[src/rtl/stack_pkg.sv]
// Stack command encoding shared by the control unit and the data/return/proc stack units.
package stack_pkg;

    typedef logic [2:0] stack_action_t;

    localparam stack_action_t SA_NOP     = 3'b000;
    localparam stack_action_t SA_POP     = 3'b001;
    localparam stack_action_t SA_DROP    = 3'b010;
    localparam stack_action_t SA_REPLACE = 3'b011;
    localparam stack_action_t SA_PUSH    = 3'b100;
    localparam stack_action_t SA_DUP     = 3'b101;
    localparam stack_action_t SA_RSVD    = 3'b110;
    localparam stack_action_t SA_SWAP    = 3'b111;

endpackage

[src/rtl/stack_guard.sv]
// Pure legality check of a stack command against the current depth.
// ovf/unf flag the two failure kinds; the reserved code is illegal without setting either.
module stack_guard
    import stack_pkg::*;
#(
    parameter int unsigned DEPTH = 16,
    localparam int unsigned DW   = $clog2(DEPTH + 1)
) (
    input  stack_action_t   action,
    input  logic [DW-1:0]   depth,
    output logic            legal,
    output logic            ovf,
    output logic            unf
);

    localparam logic [DW-1:0] DepthMax = DW'(DEPTH);

    logic is_empty;
    logic is_full;

    assign is_empty = (depth == '0);
    assign is_full  = (depth == DepthMax);

    always_comb begin
        ovf = 1'b0;
        unf = 1'b0;
        case (action)
            SA_POP, SA_DROP, SA_REPLACE: unf = is_empty;
            SA_PUSH:                     ovf = is_full;
            SA_DUP: begin
                unf = is_empty;
                ovf = is_full;
            end
            SA_SWAP:                     unf = (depth < DW'(2));
            default: ;
        endcase
    end

    assign legal = !ovf && !unf && (action != SA_RSVD);

endmodule

[src/rtl/data_stack_unit.sv]
// Register-based data stack driven by dStackAction. Entry 0 is the top; vacated slots are
// zeroed so top/next read 0 below their depth. Define DSTACK_PEEK_EN for the peek port.
module data_stack_unit
    import stack_pkg::*;
#(
    parameter int unsigned WIDTH = 16,
    parameter int unsigned DEPTH = 16,
    localparam int unsigned DW   = $clog2(DEPTH + 1)
) (
    input  logic             CLK,
    input  logic             Reset,
    input  logic [2:0]       dStackAction,
    input  logic [WIDTH-1:0] dIn,
    output logic [WIDTH-1:0] top,
    output logic [WIDTH-1:0] next,
    output logic [WIDTH-1:0] popped,
    output logic [DW-1:0]    depth,
    output logic             empty,
    output logic             full,
    output logic             err_pulse,
    output logic             err_overflow,
    output logic             err_underflow
`ifdef DSTACK_PEEK_EN
    ,
    input  logic [DW-1:0]    peek_idx,
    output logic [WIDTH-1:0] peek_data
`endif
);

    logic [WIDTH-1:0] entry_q [DEPTH];
    logic [WIDTH-1:0] entry_d [DEPTH];
    logic [DW-1:0]    depth_q, depth_d;
    logic [WIDTH-1:0] popped_q, popped_d;
    logic             err_pulse_q, ovf_q, unf_q;
    logic             legal, ovf, unf;
    stack_action_t    action;

    assign action = stack_action_t'(dStackAction);

    stack_guard #(
        .DEPTH (DEPTH)
    ) u_guard (
        .action (action),
        .depth  (depth_q),
        .legal  (legal),
        .ovf    (ovf),
        .unf    (unf)
    );

    always_comb begin
        entry_d  = entry_q;
        depth_d  = depth_q;
        popped_d = popped_q;
        if (legal) begin
            case (action)
                SA_POP, SA_DROP: begin
                    if (action == SA_POP) popped_d = entry_q[0];
                    for (int i = 0; i < DEPTH - 1; i++) entry_d[i] = entry_q[i+1];
                    entry_d[DEPTH-1] = '0;
                    depth_d = depth_q - DW'(1);
                end
                SA_REPLACE: entry_d[0] = dIn;
                SA_PUSH, SA_DUP: begin
                    for (int i = 1; i < DEPTH; i++) entry_d[i] = entry_q[i-1];
                    entry_d[0] = (action == SA_PUSH) ? dIn : entry_q[0];
                    depth_d = depth_q + DW'(1);
                end
                SA_SWAP: begin
                    entry_d[0] = entry_q[1];
                    entry_d[1] = entry_q[0];
                end
                default: ;
            endcase
        end
    end

    always_ff @(posedge CLK or posedge Reset) begin
        if (Reset) begin
            for (int i = 0; i < DEPTH; i++) entry_q[i] <= '0;
            depth_q     <= '0;
            popped_q    <= '0;
            err_pulse_q <= 1'b0;
            ovf_q       <= 1'b0;
            unf_q       <= 1'b0;
        end else begin
            entry_q     <= entry_d;
            depth_q     <= depth_d;
            popped_q    <= popped_d;
            err_pulse_q <= !legal;
            ovf_q       <= ovf_q | ovf;
            unf_q       <= unf_q | unf;
        end
    end

    assign top           = entry_q[0];
    assign next          = entry_q[1];
    assign popped        = popped_q;
    assign depth         = depth_q;
    assign empty         = (depth_q == '0);
    assign full          = (depth_q == DW'(DEPTH));
    assign err_pulse     = err_pulse_q;
    assign err_overflow  = ovf_q;
    assign err_underflow = unf_q;

`ifdef DSTACK_PEEK_EN
    always_comb begin
        peek_data = '0;
        for (int i = 0; i < DEPTH; i++) begin
            if ((DW'(i) == peek_idx) && (peek_idx < depth_q)) peek_data = entry_q[i];
        end
    end
`endif

endmodule
[config.mk]
export PLATFORM = sky130hd
export DESIGN_NAME = data_stack_unit
export DESIGN_NICKNAME = d
export VERILOG_FILES = /design/src/rtl/stack_pkg.sv /design/src/rtl/stack_guard.sv /design/src/rtl/data_stack_unit.sv
export SDC_FILE = /design/constraint.sdc
export NUM_CORES = 1
export LEC_CHECK = 0
export CAP_MARGIN = 20
export CORE_MARGIN = 3
export CORE_UTILIZATION = 60
export DETAILED_ROUTE_END_ITERATION = 8
export DONT_BUFFER_PORTS = 1
export PLACE_DENSITY = 0.85
export SETUP_SLACK_MARGIN = 0.1
export SLEW_MARGIN = 0
export SYNTH_ARGS = -nofsm -noshare
export SYNTH_HDL_FRONTEND = slang
export SYNTH_HIERARCHICAL = 1
export SYNTH_SLANG_ARGS = --single-unit
[constraint.sdc]
create_clock -name CLK -period 13.76 [get_ports CLK]
set_input_delay 2.752 -clock CLK [delete_from_list [all_inputs] [get_ports CLK]]
set_output_delay 2.752 -clock CLK [all_outputs]
set_load 0.01 [all_outputs]
==> summary.txt <==
Route
  • Drt pass-1 iters: 5
  • DRC: 0
  • DR WL/cell: 15.8 um
  • Total Routed Length: 25.8 mm
  • Antenna Nets Post-Route: 0
  • Via/cell ratio: just under 6
  • Vias: 9673
  • Iter 0 DRT Violations: just over 900

Clock tree
  • Buffer count from post-CTS setup fixing: 0
  • Post-CTS Resized: 0
  • TritonCTS Buffers: 27
  • Max H-tree Level: 1
  • Maximum clock path buffer count: 3
  • Root Buffer: clkbuf_16
  • Clock tree sinks: 280
  • Clk_lat worst skew: 0.53 ns
  • Clk slew on worst S/H paths: 0.06 ns
  • CTS tree: done
  • Hold_buf cts: 0

Placement
  • DP HPWL: 14.8 mm
  • PortBufs: 0
  • Placer congestion estimate: 0.760
  • Dpl cell area: 0.0124 mm^2

Power and ir drop
  • Peak supply drop: 0.000143 V
  • Pleak: about 6.0 nW
  • PD cells: 228 mW/mm^2
  • Tot Pwr: 3.05 mW

Hold path
  • Hold path start: entry_q[1]
  • Hold WC Path Type: flop to flop

Yosys
  • Synth Instances: about 1400
  • Sequential element share of the synthesized area: 0.549
  • Syn. warnings: 6
  • Mapped Area: 0.0128 mm^2
  • Syn_nets: 1465
  • Unique masters post-synth: 43
  • Syn_area_per_cell: about 8.8 um^2
  • Register bit total from synthesis: 280

STA
  • Fmax: 180 MHz
  • Max-slew violation count: 0
  • Max-Slew Margin vs Limit: 0.243
  • Worst Max-Slew Pin Slew: 1.14 ns
  • Final setup viols: 0
  • Worst hold slack: approximately 0.50 ns
  • Hold violation count in the final report: 0
  • Tmin final: 5.57 ns
  • Period utilization: 0.405
  • RSZ-0062 raised after global routing: no
  • Setup Skew: 0.00991 ns
  • Setup TNS: 0 ns

Run
  • Max Cap Viol: 0

Die
  • Floorplan core area: 0.0206 mm^2
  • Initial Util: 0.620
  • I/O Pins: 79
  • Die Span Y: about 150 um
  • Full die area: approximately 0.023 mm^2
  • Width of the chip: approximately 150 um
  • Rows: 52

Setup path
  • CP dominant cell by count: buf_4
  • CP Capture Type: flop
  • CP max FO: 106
  • CP max stage delay: 0.86 ns
  • CP arrival: 6.00 ns
  • Setup Crit Path Kind: primary input to flop
  • Crit-path cells: nand4bb_2, o311a_1, o22a_1, and3_4, buf_4, buf_4, buf_16, nor2_1, a31oi_1
  • Worst EP required: roughly 14 ns
  • Launching point of the worst reg2reg path: depth[0]
  • Startpoint types: primary input
  • CP Launch Point: dStackAction[1]
  • Crit-path slowest cell: buf_4

Global routing
  • Gr usage total: 0.219
  • First-pass GRT wire length: about 44 mm
  • Initial antenna violation count: 0
  • Vias in the first global route: between 9000 and 10000
  • Grt total ovfl: 0
  • Largest net degree at the start of global routing: 129

Layout
  • FILL cells: 1597
  • P&R area growth vs syn: 4.64%
  • Share of cells above drive strength 1: 0.0624
  • Post-route cell area: 0.0133 mm^2
  • Antenna Cells: 0
  • Nets: 1368

Outcome
  • Status: finished clean
==> area by class of cell <==
cell class | count | area (um^2) | share of cell area
Sequential cell | 280 | 7010 | 0.525
Inverter | 5 | 31.3 | 0.00234
Clock inverter | 7 | 65.1 | 0.00487
Clock buffer | 39 | 781 | 0.0585
Tap cell | 270 | 338 | 0.0253
Timing Repair Buffer | 16 | 160 | 0.0120
Multi-Input combinational cell | 1015 | 4970 | 0.372
==> worst max-delay path, delay by kind of cell <==
kind,cells,cell delay [ns]
buffers and inverters,3,1.72
AOI/OAI and AO/OA,3,0.56
and+or+nand+nor,3,0.90
==> power breakdown <==
part	switching [mW]	internal (mW)	leakage, nW
combinational	0.413	0.322	2.41
sequential	0.385	1.22	3.15
clock	0.300	0.410	0.413
total	1.10	1.95	5.97
==> layout by cell type (no fill, tap or decap), types with 2 or more instances in the layout <==
| cell | instances |
|---|---|
| a21oi_1 | 17 |
| a22o_1 | 16 |
| a31oi_1 | 208 |
| buf_16 | 2 |
| buf_4 | 14 |
| clkbuf_1 | 6 |
| clkbuf_16 | 27 |
| clkbuf_8 | 6 |
| clkinv_2 | 4 |
| clkinvlp_4 | 2 |
| dfrtp_1 | 280 |
| ha_1 | 2 |
| inv_1 | 3 |
| mux2_2 | 16 |
| mux2i_1 | 32 |
| nand2_1 | 439 |
| nand3_1 | 3 |
| nand3b_1 | 2 |
| nor2_1 | 229 |
| o21ai_0 | 19 |
| o311a_1 | 2 |
| or2_2 | 2 |
| or3_1 | 2 |
| xnor2_1 | 3 |
| xor2_1 | 2 |
==> registers in the layout, summed over array words and instances (netlist names) <==
register       cells
err_pulse          1
err_overflow       1
depth              5
next              16
top               16
err_underflow      1
popped            16
entry_q          224
==> per-layer routing <==
| metal | GRT usage | vias up | share of wire |
|---|---|---|---|
| met4 | 0.0681 | 0 | 0.023 |
| met5 | 0 | - | 0 |
| met3 | 0.0327 | 52 | 0.037 |
| met2 | 0.362 | 211 | 0.51 |
| met1 | 0.303 | 4794 | 0.43 |
| li1 | - | 4616 | - |
==> Yosys cell counts, drive strengths merged <==
library cell	count	area, um^2
a311oi	1	8.76
or3	3	23.8
nor3	1	10.0
o22a	1	8.76
ha	2	25.0
nand4bb	1	16.3
dfrtp	280	7010
o211ai	1	7.51
mux2	16	180
or4	1	7.51
and3	1	6.26
mux2i	32	320
nand3b	2	15.0
a31oi	208	1300
nand3	3	15.0
o21ai	20	104
xor2	2	17.5
nand4	1	6.26
clkbuf	71	267
buf	71	514
o311a	2	20.0
a211o	1	8.76
a2111oi	1	8.76
and2	1	6.26
nor2b	2	12.5
a22o	16	140
a21oi	18	90.1
a211oi	1	12.5
o21a	1	7.51
xnor2	3	26.3
o31ai	1	7.51
o21bai	1	7.51
or3b	1	8.76
nand2	439	1650
inv	5	18.8
nor2	229	860
or2	2	12.5
==> final timing paths <==
| check | end | slack, ns | cells after the start |
|---|---|---|---|
| worst max-delay path | entry_q[185] | 8.19 | 9 |
| worst min-delay path | entry_q[1] | 0.50 | 1 |
| worst max register to register | entry_q[185] | 9.75 | 9 |
| worst min register to register | entry_q[1] | 0.50 | 1 |
| max in group asynchronous | next[15] | 10.06 | 2 |
| min in group asynchronous | entry_q[129] | 2.25 | 1 |
==> cell families after synthesis <==
kind of cell,share of synthesized area
compound gates,0.136
fa+ha+maj,0.00196
buf+inv,0.0627
simple gates,0.208
flops,0.549
mux,0.0392
xor+xnor,0.00343
==> stage by stage <==
stage                     instances  worst slack, ns   util
after floorplan                1442             3.29      -
after global placement         1584             7.65  0.605
after global routing           1632             7.94  0.649
after detailed placement       1584             7.50  0.605
after CTS                      1630             8.05  0.647
final                          1632             8.19  0.649
(Power assumes the default switching activity.)
